[src/rtl/pipeline_hazard_unit_if.sv]
// Decode/control bundle between the datapath and pipeline_hazard_unit.
// master = datapath side, slave = hazard unit.
interface pipeline_hazard_unit_if #(
    parameter int unsigned SEL_W = 5,
    parameter int unsigned FWD_W = 2
) ();
    logic             id_valid;
    logic [SEL_W-1:0] id_rs;
    logic [SEL_W-1:0] id_rt;
    logic             id_use_rs;
    logic             id_use_rt;
    logic             id_wen;
    logic [SEL_W-1:0] id_wsel;
    logic             id_load;
    logic             id_halt;
    logic             ex_redirect;
    logic             ihit;
    logic             dhit;
    logic             dmem_req;

    logic             pc_en;
    logic             id_hold;
    logic             ex_bubble;
    logic             id_flush;
    logic             freeze;
    logic [FWD_W-1:0] fwd_a;
    logic [FWD_W-1:0] fwd_b;
    logic             halt;

    modport master (
        output id_valid, id_rs, id_rt, id_use_rs, id_use_rt, id_wen, id_wsel, id_load,
               id_halt, ex_redirect, ihit, dhit, dmem_req,
        input  pc_en, id_hold, ex_bubble, id_flush, freeze, fwd_a, fwd_b, halt
    );

    modport slave (
        input  id_valid, id_rs, id_rt, id_use_rs, id_use_rt, id_wen, id_wsel, id_load,
               id_halt, ex_redirect, ihit, dhit, dmem_req,
        output pc_en, id_hold, ex_bubble, id_flush, freeze, fwd_a, fwd_b, halt
    );
endinterface

[src/rtl/pipeline_hazard_unit.sv]
// Scoreboard-based hazard/forwarding controller for the pipelined MIPS datapath.
// Optional saturating event counters are enabled with the HAZARD_STATS_EN macro.
module pipeline_hazard_unit #(
    parameter int unsigned REGS       = 32,
    parameter int unsigned STAGES     = 3,
    parameter int unsigned LOAD_STAGE = 1,
    parameter int unsigned SEL_W      = $clog2(REGS),
    parameter int unsigned FWD_W      = $clog2(STAGES + 1)
) (
    input logic                   CLK,
    input logic                   nRST,
    pipeline_hazard_unit_if.slave bus
`ifdef HAZARD_STATS_EN
    ,
    output logic [31:0]           stat_lu,
    output logic [31:0]           stat_frz,
    output logic [31:0]           stat_flush
`endif
);

    localparam int unsigned CntW = $clog2(STAGES + 1);

    logic [STAGES-1:0]            sb_valid_q, sb_valid_d;
    logic [STAGES-1:0]            sb_load_q, sb_load_d;
    logic [STAGES-1:0][SEL_W-1:0] sb_wsel_q, sb_wsel_d;
    logic                         redirect_pend_q, redirect_pend_d;
    logic                         halt_seen_q, halt_seen_d;
    logic                         halt_q, halt_d;
    logic [CntW-1:0]              drain_q, drain_d;

    logic             hit_a, hit_b, load_a, load_b;
    logic [FWD_W-1:0] idx_a, idx_b;
    logic             lu_a, lu_b;
    logic             freeze, flush_now, load_use, enter, halt_issue;

    // Scan oldest to youngest so the youngest match wins.
    always_comb begin
        hit_a  = 1'b0;
        hit_b  = 1'b0;
        load_a = 1'b0;
        load_b = 1'b0;
        idx_a  = '0;
        idx_b  = '0;
        for (int k = STAGES - 1; k >= 0; k--) begin
            if (sb_valid_q[k] && sb_wsel_q[k] == bus.id_rs && bus.id_rs != '0) begin
                hit_a  = 1'b1;
                load_a = sb_load_q[k];
                idx_a  = FWD_W'(k);
            end
            if (sb_valid_q[k] && sb_wsel_q[k] == bus.id_rt && bus.id_rt != '0) begin
                hit_b  = 1'b1;
                load_b = sb_load_q[k];
                idx_b  = FWD_W'(k);
            end
        end
    end

    always_comb begin
        lu_a       = bus.id_use_rs & hit_a & load_a & (idx_a < FWD_W'(LOAD_STAGE));
        lu_b       = bus.id_use_rt & hit_b & load_b & (idx_b < FWD_W'(LOAD_STAGE));
        freeze     = bus.dmem_req & ~bus.dhit;
        flush_now  = ~freeze & (bus.ex_redirect | redirect_pend_q);
        load_use   = bus.id_valid & (lu_a | lu_b) & ~freeze & ~flush_now;
        enter      = bus.id_valid & bus.id_wen & (bus.id_wsel != '0) & ~load_use & ~flush_now;
        halt_issue = bus.id_valid & bus.id_halt & ~freeze & ~load_use & ~flush_now &
                     ~halt_seen_q;

        bus.freeze    = freeze;
        bus.id_flush  = flush_now;
        bus.ex_bubble = load_use;
        bus.id_hold   = freeze | load_use;
        bus.pc_en     = bus.ihit & ~freeze & ~load_use & ~halt_seen_q;
        bus.fwd_a     = (bus.id_use_rs & hit_a & ~lu_a) ? idx_a + FWD_W'(1) : '0;
        bus.fwd_b     = (bus.id_use_rt & hit_b & ~lu_b) ? idx_b + FWD_W'(1) : '0;
        bus.halt      = halt_q;
    end

    always_comb begin
        sb_valid_d = sb_valid_q;
        sb_load_d  = sb_load_q;
        sb_wsel_d  = sb_wsel_q;
        if (!freeze) begin
            for (int k = STAGES - 1; k > 0; k--) begin
                sb_valid_d[k] = sb_valid_q[k-1];
                sb_load_d[k]  = sb_load_q[k-1];
                sb_wsel_d[k]  = sb_wsel_q[k-1];
            end
            sb_valid_d[0] = enter;
            sb_load_d[0]  = bus.id_load;
            sb_wsel_d[0]  = bus.id_wsel;
        end
    end

    // A redirect seen while frozen is replayed as a flush on the first unfrozen cycle.
    always_comb begin
        redirect_pend_d = freeze ? (redirect_pend_q | bus.ex_redirect) : 1'b0;
        halt_seen_d     = halt_seen_q | halt_issue;
        drain_d         = drain_q;
        halt_d          = halt_q;
        if (halt_seen_q && !halt_q && !freeze) begin
            drain_d = drain_q + CntW'(1);
            if (drain_q == CntW'(STAGES - 1)) begin
                halt_d = 1'b1;
            end
        end
    end

    always_ff @(posedge CLK) begin
        if (!nRST) begin
            sb_valid_q      <= '0;
            sb_load_q       <= '0;
            sb_wsel_q       <= '0;
            redirect_pend_q <= 1'b0;
            halt_seen_q     <= 1'b0;
            halt_q          <= 1'b0;
            drain_q         <= '0;
        end else begin
            sb_valid_q      <= sb_valid_d;
            sb_load_q       <= sb_load_d;
            sb_wsel_q       <= sb_wsel_d;
            redirect_pend_q <= redirect_pend_d;
            halt_seen_q     <= halt_seen_d;
            halt_q          <= halt_d;
            drain_q         <= drain_d;
        end
    end

`ifdef HAZARD_STATS_EN
    logic [31:0] stat_lu_q, stat_lu_d;
    logic [31:0] stat_frz_q, stat_frz_d;
    logic [31:0] stat_flush_q, stat_flush_d;

    always_comb begin
        stat_lu_d    = (load_use && stat_lu_q != '1) ? stat_lu_q + 32'd1 : stat_lu_q;
        stat_frz_d   = (freeze && stat_frz_q != '1) ? stat_frz_q + 32'd1 : stat_frz_q;
        stat_flush_d = (flush_now && stat_flush_q != '1) ? stat_flush_q + 32'd1 : stat_flush_q;
    end

    always_ff @(posedge CLK) begin
        if (!nRST) begin
            stat_lu_q    <= '0;
            stat_frz_q   <= '0;
            stat_flush_q <= '0;
        end else begin
            stat_lu_q    <= stat_lu_d;
            stat_frz_q   <= stat_frz_d;
            stat_flush_q <= stat_flush_d;
        end
    end

    assign stat_lu    = stat_lu_q;
    assign stat_frz   = stat_frz_q;
    assign stat_flush = stat_flush_q;
`endif

endmodule
[src/flat_wrapper.sv]
// flat-port wrapper written by rule: the top's interface ports become plain ports
module pipeline_hazard_unit_flat 
#(
    parameter int unsigned REGS       = 32,
    parameter int unsigned STAGES     = 3,
    parameter int unsigned LOAD_STAGE = 1,
    parameter int unsigned SEL_W      = $clog2(REGS),
    parameter int unsigned FWD_W      = $clog2(STAGES + 1)
)
  (CLK, nRST, bus_id_valid, bus_id_rs, bus_id_rt, bus_id_use_rs, bus_id_use_rt, bus_id_wen, bus_id_wsel, bus_id_load, bus_id_halt, bus_ex_redirect, bus_ihit, bus_dhit, bus_dmem_req, bus_pc_en, bus_id_hold, bus_ex_bubble, bus_id_flush, bus_freeze, bus_fwd_a, bus_fwd_b, bus_halt);
  pipeline_hazard_unit_if #(.SEL_W(SEL_W), .FWD_W(FWD_W)) bus_i ();
  input logic CLK;
  input logic nRST;
  input wire logic [$bits(bus_i.id_valid)-1:0] bus_id_valid;
  input wire logic [$bits(bus_i.id_rs)-1:0] bus_id_rs;
  input wire logic [$bits(bus_i.id_rt)-1:0] bus_id_rt;
  input wire logic [$bits(bus_i.id_use_rs)-1:0] bus_id_use_rs;
  input wire logic [$bits(bus_i.id_use_rt)-1:0] bus_id_use_rt;
  input wire logic [$bits(bus_i.id_wen)-1:0] bus_id_wen;
  input wire logic [$bits(bus_i.id_wsel)-1:0] bus_id_wsel;
  input wire logic [$bits(bus_i.id_load)-1:0] bus_id_load;
  input wire logic [$bits(bus_i.id_halt)-1:0] bus_id_halt;
  input wire logic [$bits(bus_i.ex_redirect)-1:0] bus_ex_redirect;
  input wire logic [$bits(bus_i.ihit)-1:0] bus_ihit;
  input wire logic [$bits(bus_i.dhit)-1:0] bus_dhit;
  input wire logic [$bits(bus_i.dmem_req)-1:0] bus_dmem_req;
  output wire logic [$bits(bus_i.pc_en)-1:0] bus_pc_en;
  output wire logic [$bits(bus_i.id_hold)-1:0] bus_id_hold;
  output wire logic [$bits(bus_i.ex_bubble)-1:0] bus_ex_bubble;
  output wire logic [$bits(bus_i.id_flush)-1:0] bus_id_flush;
  output wire logic [$bits(bus_i.freeze)-1:0] bus_freeze;
  output wire logic [$bits(bus_i.fwd_a)-1:0] bus_fwd_a;
  output wire logic [$bits(bus_i.fwd_b)-1:0] bus_fwd_b;
  output wire logic [$bits(bus_i.halt)-1:0] bus_halt;
  assign bus_i.id_valid = bus_id_valid;
  assign bus_i.id_rs = bus_id_rs;
  assign bus_i.id_rt = bus_id_rt;
  assign bus_i.id_use_rs = bus_id_use_rs;
  assign bus_i.id_use_rt = bus_id_use_rt;
  assign bus_i.id_wen = bus_id_wen;
  assign bus_i.id_wsel = bus_id_wsel;
  assign bus_i.id_load = bus_id_load;
  assign bus_i.id_halt = bus_id_halt;
  assign bus_i.ex_redirect = bus_ex_redirect;
  assign bus_i.ihit = bus_ihit;
  assign bus_i.dhit = bus_dhit;
  assign bus_i.dmem_req = bus_dmem_req;
  assign bus_pc_en = bus_i.pc_en;
  assign bus_id_hold = bus_i.id_hold;
  assign bus_ex_bubble = bus_i.ex_bubble;
  assign bus_id_flush = bus_i.id_flush;
  assign bus_freeze = bus_i.freeze;
  assign bus_fwd_a = bus_i.fwd_a;
  assign bus_fwd_b = bus_i.fwd_b;
  assign bus_halt = bus_i.halt;
  pipeline_hazard_unit #(.REGS(REGS), .STAGES(STAGES), .LOAD_STAGE(LOAD_STAGE), .SEL_W(SEL_W), .FWD_W(FWD_W)) u_core (.CLK(CLK), .nRST(nRST), .bus(bus_i));
endmodule
[config.mk]
export PLATFORM = sky130hd
export DESIGN_NAME = pipeline_hazard_unit_flat
export DESIGN_NICKNAME = d
export VERILOG_FILES = /design/src/rtl/pipeline_hazard_unit_if.sv /design/src/rtl/pipeline_hazard_unit.sv /design/src/flat_wrapper.sv
export SDC_FILE = /design/constraint.sdc
export NUM_CORES = 1
export LEC_CHECK = 0
export BUFFER_PORTS_ARGS = -buffer_cell sky130_fd_sc_hd__buf_4
export CORE_MARGIN = 2
export CORE_UTILIZATION = 40
export DETAILED_ROUTE_END_ITERATION = 7
export PLACE_DENSITY = 0.66
export SLEW_MARGIN = 5
export SYNTH_ARGS = -nofsm -noshare
export SYNTH_HDL_FRONTEND = slang
export SYNTH_SLANG_ARGS = --single-unit
[constraint.sdc]
create_clock -name CLK -period 5.9 [get_ports CLK]
set_input_delay 0.59 -clock CLK [delete_from_list [all_inputs] [get_ports CLK]]
set_output_delay 0.59 -clock CLK [all_outputs]
set_load 0.01 [all_outputs]
==> flow_metrics.env, run 1 <==
export IMPL_outcome="finished clean"
export IMPL_hold_depth=2
export IMPL_diodes=0
export IMPL_hpwl_um=2826
export IMPL_clock_skew_ps=8.794
export IMPL_grt_total_usage_pct=18.48
export IMPL_post_dp_cell_area_um2=1897
export IMPL_stdcell_area_um2=1968
export IMPL_vias=1483
export IMPL_fp_row_count=22
export IMPL_max_freq_mhz=315.3
export IMPL_synth_nets=233
export IMPL_cts_tree="done"
export IMPL_reg2reg_from="u_core.sb_wsel_q[0]"
export IMPL_total_power_uw=409.4
export IMPL_pwr_share_comb_pct=16.1
export IMPL_viasPerCell=5.204
export IMPL_synth_ff_type="dfxtp_1"
export IMPL_ys_ff_latch=26
export IMPL_areaGrowthSynthToFinish_pct=24.15
export IMPL_hp_class="reg -> reg"
export IMPL_p_switching_uw=105.2
export IMPL_path_class="in -> out"
export IMPL_rsz0062_at_grt="false"
export IMPL_grt_overflow_total=0
export IMPL_synth_adder_area_share_pct=2.368
export IMPL_nets=268
export IMPL_ios=37
export IMPL_peakVddDrop_mv=0.1468
export IMPL_synth_edf_count=0
export IMPL_synth_cell_types=36
export IMPL_yosysWarnings=0
export IMPL_drt_first_pass_iters=4
export IMPL_crit_fanout=5
export IMPL_setup_violations_final=0
export IMPL_hold_violations=0
export IMPL_maxCapViolations=0
export IMPL_dp_cells=281
export IMPL_synth_compound_area_share_pct=17.36
export IMPL_slew_violations=0
export IMPL_cts_buffer_depth=2
export IMPL_fin_setup_tns_ps=0
export IMPL_p_int_uw=304.2
export IMPL_power_density_nw_per_um2=208.0
export IMPL_period_minus_slack_ps=3172
export IMPL_syn_inst=203
export IMPL_r2r_cells=11
export IMPL_design_die_area_um2=4483
export IMPL_final_core_util_pct=52.57
export IMPL_synthMuxAreaShare_pct=0
export IMPL_core_area_um2=3744
export IMPL_r2r_end="u_core.halt_seen_q"
export IMPL_drt_wl_total_um=3819
export IMPL_antenna_left=0
export IMPL_synth_top_family_by_area="simple AND/OR/NAND/NOR gates"
export IMPL_ctsResizeCount=0
export IMPL_p_clk_share_pct=37.2
export IMPL_syn_avg_cell_area_um2=7.809
export IMPL_worst_pin_slew_ps=744.6
export IMPL_holdCritStartpoint="u_core.sb_load_q[2]"
export IMPL_die_x_um=66.96
export IMPL_grt_start_max_net_pins=27
export IMPL_seq_area_frac_synth_pct=32.83
export IMPL_post_cts_setup_buffers=0
export IMPL_cts_buffers=3
export IMPL_grt_pass1_wl_um=6127
export IMPL_worst_setup_path_end_kind="output port"
export IMPL_post_drt_wl_per_cell_um=13.40
export IMPL_ctsHtreeMaxLevel=1
export IMPL_seqPwrFrac_pct=46.7
export IMPL_p_leak_nw=0.8376
export IMPL_io_buffers=36
export IMPL_relSlewSlack_pct=50.05
export IMPL_drc=0
export IMPL_insertion_delay_ps=280
export IMPL_hold_path_end="u_core.sb_load_q[2]"
export IMPL_reg2reg_setup_slack_ps=3690
export IMPL_gp_congestion=0.7940
export IMPL_drive_gt1_share_pct=21.10
export IMPL_grt_pass1_vias=1304
export IMPL_clkTransAtPathRegs_ps=100
export IMPL_fp_dieH_um=66.96
export IMPL_start_util_pct=42.35
export IMPL_cts_sinks=26
export IMPL_cts_hold_buf=0
export IMPL_cts_root_buf="clkbuf_8"
export IMPL_antenna_found_initial=0
export IMPL_synth_xor_area_share_pct=17.13
export IMPL_cp_data_required_time_ps=5310
export IMPL_synthArstFlopShare_pct=0
export IMPL_arrival_ps=2580
export IMPL_yosys_area_share_simple_pct=26.28
export IMPL_final_cells=285
export IMPL_finalCritPeriodShare_pct=53.76
export IMPL_critPathLaunchType="input port"
export IMPL_drt_initial_drc_count=84
export IMPL_synth_area_um2=1585
export IMPL_swShare_pct=25.69
## worst max path at each step
stage | startpoint | end | slack, ps | depth (start not counted)
6_report | bus_id_rt[0] | bus_pc_en | 2730 | 13
3_3_place_gp | bus_id_rs[2] | bus_pc_en | 2770 | 13
2_1_floorplan | bus_id_rs[2] | bus_id_hold | 3170 | 11
4_1_cts | bus_id_rs[2] | bus_pc_en | 2740 | 13
3_5_place_dp | bus_id_rs[2] | bus_pc_en | 2730 | 13
5_1_grt | bus_id_rs[2] | bus_pc_en | 2570 | 13
## flip-flops by register name, summed over array words and instances (netlist names)
register	cells
u_core.sb_wsel_q	15
u_core.sb_load_q	3
u_core.sb_valid_q	3
u_core.drain_q	2
u_core.bus.halt	1
u_core.halt_seen_q	1
u_core.redirect_pend_q	1
## critical path: stages
cell,delay (ps)
buf_4,130
xor2_1,140
nor4_1,270
nand4_1,230
inv_1,120
nor2_1,50
nand2_1,60
ha_1,130
o21ai_0,70
a21oi_1,250
a22oi_1,150
o2111a_1,250
buf_4,140
## power groups by stage
stage | clock network, mW | registers (mW) | logic, mW
after CTS | 0.154 | 0.191 | 0.0666
after floorplan | 0 | 0.193 | 0.0367
final | 0.152 | 0.191 | 0.0658
after global placement | 0 | 0.195 | 0.0657
after detailed placement | 0 | 0.195 | 0.0662
after global routing | 0.162 | 0.192 | 0.0728
## area by class of cell
| cell class | instances | area, um2 |
|---|---|---|
| Tap cell | 48 | 60.06 |
| Sequential cell | 26 | 520.5 |
| Timing Repair Buffer | 37 | 277.8 |
| Fill cell | 382 | 1775 |
| Clock buffer | 3 | 41.29 |
| Inverter | 10 | 37.54 |
| Multi-Input combinational cell | 160 | 1001 |
| Clock inverter | 1 | 30.03 |
## layer usage
layer / wire (um) / vias to the layer above / global-route usage (%)
met2: 1765 / 31 / 29.63
met5: 0 / - / 0
li1: - / 759 / -
met3: 172 / 8 / 3.547
met4: 87 / 0 / 7.398
met1: 1794 / 685 / 24.23
## synthesized netlist by cell type (2+ instances only)
cell type  count  area [um2]
clkbuf_1       5       18.77
ha_1           3       37.54
nor2_1        10       37.54
nor3_1         6       30.03
inv_1          8       30.03
nand3_1        2       10.01
xor2_1        28       245.2
o31a_1         2       17.52
buf_1          2       7.510
xnor2_1        3       26.28
nand2_1       47       176.4
nand4_1        5       31.28
nor4_4         2       42.54
a21oi_1       24       120.1
dfxtp_1       26       520.5
o21ai_0        4       20.02
and3_1         3       18.77
a211oi_1       4       30.03
nand2b_1       2       12.51
## kinds of logic after synthesis
kind of cell,after synthesis
fa+ha+maj,3
flops,26
simple gates,83
compound gates,43
buf+inv,17
xor+xnor,31
## stage by stage
stage / hold slack (ps) / worst slack, ps
after floorplan: 446.1 / 3167
after global placement: 471.7 / 2771
after detailed placement: 481.4 / 2734
after CTS: 495.7 / 2743
after global routing: 528.5 / 2571
final: 500.4 / 2728
## placed cells by master (no fill, tap or decap), types with 4 or more instances in the layout
master,netlist,routed
o21ai_0,4,4
buf_4,0,37
inv_1,8,8
xor2_1,28,28
a21oi_1,24,24
dfxtp_1,26,26
a211oi_1,4,4
nand2_1,47,47
nor2_1,10,10
nor3_1,6,6
nand4_1,5,5
Power figures use the tool's default switching activity.
==> run 2, diff against run 1 <==
Settings changed: ABC_AREA set to 1, PLACE_DENSITY 0.66 to 0.67.
Clock period 5.9 ns to 2.9 ns, I/O delays scaled along.
==> run 2 against run 1 <==
- routed wire length is 18% higher
- area after synthesis up 17%
- sequential power rose by 110%
- first-iteration DRC count up 64%
- largest cell class unchanged
- highest routed layer unchanged
- register-to-register slack got worse by 2700 ps
- final cell count is 38% higher
- design area grew 13%
==> flow_metrics.env, run 2 <==
export IMPL_top_regs="u_core.sb_wsel_q (15), u_core.sb_load_q (3), u_core.sb_valid_q (3)"
export IMPL_clock_skew_ps=1.906
export IMPL_synth_area_um2=1851
export IMPL_synth_top_cells_by_count="nand2_1 (88), inv_1 (41), nor2_1 (30), dfxtp_1 (26), o21ai_0 (24)"
export IMPL_clkTransAtPathRegs_ps=100
export IMPL_post_cts_setup_buffers=0
export IMPL_hpwl_um=3560
export IMPL_cp_data_required_time_ps=2610
export IMPL_final_cells=394
export IMPL_ctsHtreeMaxLevel=1
export IMPL_drt_first_pass_iters=4
export IMPL_yosys_area_top_type="dfxtp_1"
export IMPL_grt_total_usage_pct=19.22
export IMPL_maxCapViolations=0
export IMPL_relSlewSlack_pct=69.92
export IMPL_power_density_nw_per_um2=403.2
export IMPL_grt_pass1_wl_um=7921
export IMPL_nets=373
export IMPL_synthArstFlopShare_pct=0
export IMPL_io_buffers=36
export IMPL_cts_hold_buf=0
export IMPL_synth_cell_types=27
export IMPL_top_register="u_core.sb_wsel_q"
export IMPL_insertion_delay_ps=280
export IMPL_seq_area_frac_synth_pct=28.13
export IMPL_final_core_util_pct=50.57
export IMPL_fp_row_count=24
export IMPL_drt_wl_total_um=4491
export IMPL_start_util_pct=41.92
export IMPL_crit_fanout=4
export IMPL_vias=1883
export IMPL_synth_area_leaders="dfxtp_1 (28%), nand2_1 (18%), inv_1 (8.3%)"
export IMPL_worst_pin_slew_ps=447.7
export IMPL_path_class="reg -> out"
export IMPL_synthDominantCellAreaShare_pct=28.13
export IMPL_dp_cells=390
export IMPL_synth_ff_type="dfxtp_1"
export IMPL_synth_nets=338
export IMPL_syn_inst=308
export IMPL_cts_buffer_depth=2
export IMPL_post_dp_cell_area_um2=2161
export IMPL_syn_avg_cell_area_um2=6.008
export IMPL_layout_commonest_cell="nand2_1"
export IMPL_antenna_left=0
export IMPL_dp_slack_ps=631.3
export IMPL_largest_register_ffs=15
export IMPL_core_area_um2=4414
export IMPL_drive_gt1_share_pct=23.98
export IMPL_design_die_area_um2=5186
export IMPL_grt_overflow_total=0
export IMPL_r2r_cells=17
export IMPL_period_minus_slack_ps=2528
export IMPL_fin_setup_tns_ps=0
export IMPL_max_freq_mhz=395.6
export IMPL_fillers=459
export IMPL_cts_tree="done"
export IMPL_p_leak_nw=1.125
export IMPL_ios=37
export IMPL_worst_setup_path_end_kind="output port"
export IMPL_cts_buffers=3
export IMPL_rsz0062_at_grt="false"
export IMPL_synth_edf_count=0
export IMPL_outcome="finished clean"
export IMPL_slew_violations=0
export IMPL_areaGrowthSynthToFinish_pct=20.62
export IMPL_gp_congestion=0.8406
export IMPL_ys_ff_latch=26
export IMPL_antenna_found_initial=0
export IMPL_final_cell_mix="nand2_1 (88), inv_1 (41), buf_4 (37), nor2_1 (29), dfxtp_1 (26)"
export IMPL_fp_dieH_um=72.02
export IMPL_synthMostInstantiatedCell="nand2_1"
export IMPL_peakVddDrop_mv=0.1793
export IMPL_finalCritPeriodShare_pct=87.16
export IMPL_stdcell_area_um2=2232
export IMPL_critPathLaunchType="register"
export IMPL_hp_class="in -> reg"
export IMPL_yosysWarnings=0
export IMPL_viasPerCell=4.779
export IMPL_grt_pass1_vias=1760
export IMPL_drt_initial_drc_count=138
export IMPL_cts_sinks=26
export IMPL_total_power_uw=900.1
export IMPL_hold_ws_ps=256.2
export IMPL_arrival_ps=2240
export IMPL_setup_violations_final=0
export IMPL_hold_violations=0
export IMPL_grt_start_max_net_pins=37
export IMPL_ctsResizeCount=0
export IMPL_drc=0
export IMPL_hold_depth=3
export IMPL_cts_root_buf="clkbuf_8"
export IMPL_post_drt_wl_per_cell_um=11.40
export IMPL_worst_slack_ps=372.5
export IMPL_die_x_um=72.02
export IMPL_diodes=0
-- run 2: metal layers --
| metal | GRT usage, % | up-vias | part of all wire, % |
|---|---|---|---|
| li1 | - | 1019 | - |
| met1 | 25.81 | 816 | 48 |
| met2 | 32.61 | 43 | 46 |
| met3 | 2.639 | 5 | 4.1 |
| met4 | 4.822 | 0 | 0.94 |
| met5 | 0 | - | 0 |
-- run 2: path summary, 6_finish.rpt --
kind	from	to	slack [ps]
min	bus_id_load	u_core.sb_load_q[0]	260
max	u_core.sb_wsel_q[6]	bus_pc_en	370
min reg2reg	u_core.drain_q[0]	u_core.drain_q[0]	460
max reg2reg	u_core.sb_wsel_q[6]	u_core.halt_seen_q	960
-- run 2: cell type report --
class                   instances  area [um2]  area share (%)
inverters                      53       198.9           8.913
well taps                      52       65.06           2.915
flip-flops and latches         26       520.5           23.32
multi-input cells             222        1099           49.22
clock buffers                   3       41.29           1.850
repair buffers                 37       277.8           12.44
clock inverters                 1       30.03           1.345
-- run 2: report_power, final --
part           internal [mW]  switching (mW)  total, mW
clock network          0.185           0.130      0.315
registers              0.379          0.0205      0.400
logic                 0.0762           0.109      0.186
total                  0.641           0.260      0.900
-- run 2: critical path: stages (launching register included) --
cell     delay (ps)
dfxtp_1         380
inv_1            90
nand2_1          70
nand2_1          50
inv_1            40
nand2_1          70
nor2_2          130
nand2_2          90
nor2_1          140
inv_1            60
ha_1            200
o21ai_2          50
inv_1            50
nand3_2         100
nand2_2          90
nand2_4          80
nand2_2          50
nor2_1           90
buf_4           120
-- run 2: cells by family (layout without fill, tap and decap cells) --
group	Yosys count	count (layout)	synth area share [%]
buffers and inverters	60	94	12.64
DFF	26	26	28.13
adders and majority gates	3	3	2.029
xor gates and xnor gates	4	4	1.893
AOI/OAI and AO/OA	53	53	15.48
and+or+nand+nor	162	162	39.82
==> run 3, diff against run 2 <==
Settings changed: CORE_ASPECT_RATIO set to 0.6.
==> run 3 against run 2 <==
- total power rose by 0.38%
- global-route usage barely moved
- flip-flop and latch count did not move
- critical path type unchanged
- sequential share of layout area fell by 0.14 points
- via count rose by 2.7%
- largest cell class unchanged
- register-to-register slack got worse by 30 ps
- first-iteration DRC count fell by 14%
==> flow_metrics.env, run 3 (synthesized netlist as in run 2, its figures left out) <==
export IMPL_outcome="finished clean"
export IMPL_fp_dieH_um=56.69
export IMPL_crit_fanout=4
export IMPL_layout_commonest_cell="nand2_1"
export IMPL_maxCapViolations=0
export IMPL_reg2reg_from="u_core.sb_wsel_q[6]"
export IMPL_rsz0062_at_grt="false"
export IMPL_hp_class="in -> reg"
export IMPL_peakVddDrop_mv=0.1861
export IMPL_design_die_area_um2=5204
export IMPL_grt_start_max_net_pins=29
export IMPL_areaGrowthSynthToFinish_pct=21.37
export IMPL_worst_setup_path_end_kind="output port"
export IMPL_grt_total_usage_pct=19.26
export IMPL_grt_overflow_total=0
export IMPL_die_x_um=91.81
export IMPL_io_buffers=36
export IMPL_setup_violations_final=0
export IMPL_hold_violations=0
export IMPL_cts_buffer_depth=2
export IMPL_fin_setup_tns_ps=0
export IMPL_vias=1934
export IMPL_stdcell_area_um2=2246
export IMPL_slew_violations=0
export IMPL_clock_skew_ps=4.374
export IMPL_dp_slack_ps=603.4
export IMPL_final_core_util_pct=49.72
export IMPL_nets=373
export IMPL_total_power_uw=903.5
export IMPL_r2r_end="u_core.halt_seen_q"
export IMPL_worst_slack_ps=345.7
export IMPL_largest_register_ffs=15
export IMPL_hpwl_um=3913
export IMPL_post_dp_cell_area_um2=2175
export IMPL_drc=0
export IMPL_final_cell_mix="nand2_1 (88), inv_1 (41), buf_4 (37), nor2_1 (29), dfxtp_1 (26)"
export IMPL_top_regs="u_core.sb_wsel_q (15), u_core.sb_load_q (3), u_core.sb_valid_q (3)"
export IMPL_post_drt_wl_per_cell_um=11.81
export IMPL_drt_initial_drc_count=119
export IMPL_grt_pass1_vias=1710
export IMPL_final_cells=405
export IMPL_arrival_ps=2260
export IMPL_diodes=0
export IMPL_relSlewSlack_pct=70.25
export IMPL_drive_gt1_share_pct=23.98
export IMPL_path_class="reg -> out"
export IMPL_start_util_pct=40.97
export IMPL_hold_ws_ps=283.0
export IMPL_r2r_cells=17
export IMPL_seqCellArea_um2=520.5
export IMPL_core_area_um2=4517
export IMPL_antenna_left=0
export IMPL_cts_sinks=26
export IMPL_critPathLaunchType="register"
export IMPL_cp_data_required_time_ps=2610
export IMPL_fp_row_count=19
export IMPL_period_minus_slack_ps=2554
export IMPL_antenna_found_initial=0
export IMPL_holdCritStartpoint="bus_id_wsel[4]"
export IMPL_finalCritPeriodShare_pct=88.08
export IMPL_multi_input_area_um2=1099
export IMPL_drt_wl_total_um=4785
export IMPL_cts_hold_buf=0
export IMPL_hold_depth=3
export IMPL_ios=37
export IMPL_dp_cells=401
export IMPL_p_leak_nw=1.125
export IMPL_power_density_nw_per_um2=402.3
export IMPL_top_register="u_core.sb_wsel_q"
export IMPL_hold_path_end="u_core.sb_wsel_q[4]"
export IMPL_clkTransAtPathRegs_ps=100
export IMPL_fillers=495
export IMPL_cts_root_buf="clkbuf_8"
export IMPL_ctsResizeCount=0
export IMPL_ctsHtreeMaxLevel=1
export IMPL_cts_tree="done"
export IMPL_gp_congestion=0.9226
export IMPL_drt_first_pass_iters=5
export IMPL_grt_pass1_wl_um=7948
export IMPL_cts_buffers=3
export IMPL_post_cts_setup_buffers=0
export IMPL_max_freq_mhz=391.5
export IMPL_reg2reg_setup_slack_ps=930
export IMPL_worst_pin_slew_ps=442.9
export IMPL_crit_start="u_core.sb_wsel_q[6]"
export IMPL_insertion_delay_ps=280
export IMPL_viasPerCell=4.775
[run 3: area by class of cell]
type,instances,share of cell area (%)
sequential,26,23.18
clock inverter,1,1.337
tap,63,3.510
clock buffer,3,1.838
timing repair buffer,37,12.37
multi-input combinational,222,48.91
inverter,53,8.858
[run 3: where the power goes]
part           internal [mW]  switching, mW  total (mW)
Clock                  0.185          0.129       0.314
Combinational         0.0762          0.113       0.189
Sequential             0.379         0.0216       0.401
[run 3: metal layers]
layer	vias up	track usage (%)	routed length, um
met3	2	3.893	378
met1	843	30.11	2525
met2	65	27.52	1864
met4	0	2.559	17
li1	1024	-	-
met5	-	0	0
[run 3: worst max-delay path by stage]
stage          cells past startpoint  slack, ps   endpoint
2_1_floorplan                     15        930  bus_pc_en
3_3_place_gp                      18        660  bus_pc_en
3_5_place_dp                      18        600  bus_pc_en
4_1_cts                           16        350  bus_pc_en
5_1_grt                           16        150  bus_pc_en
6_report                          18        350  bus_pc_en
[run 3: worst max-delay path, cell delays in order, from the launching register on]
cell	delay [ps]
dfxtp_1	390
inv_1	100
nand2_1	70
nand2_1	50
inv_1	40
nand2_1	100
nor2_2	130
nand2_2	80
nor2_1	140
inv_1	60
ha_1	210
o21ai_2	50
inv_1	50
nand3_2	90
nand2_2	80
nand2_4	80
nand2_2	50
nor2_1	90
buf_4	120
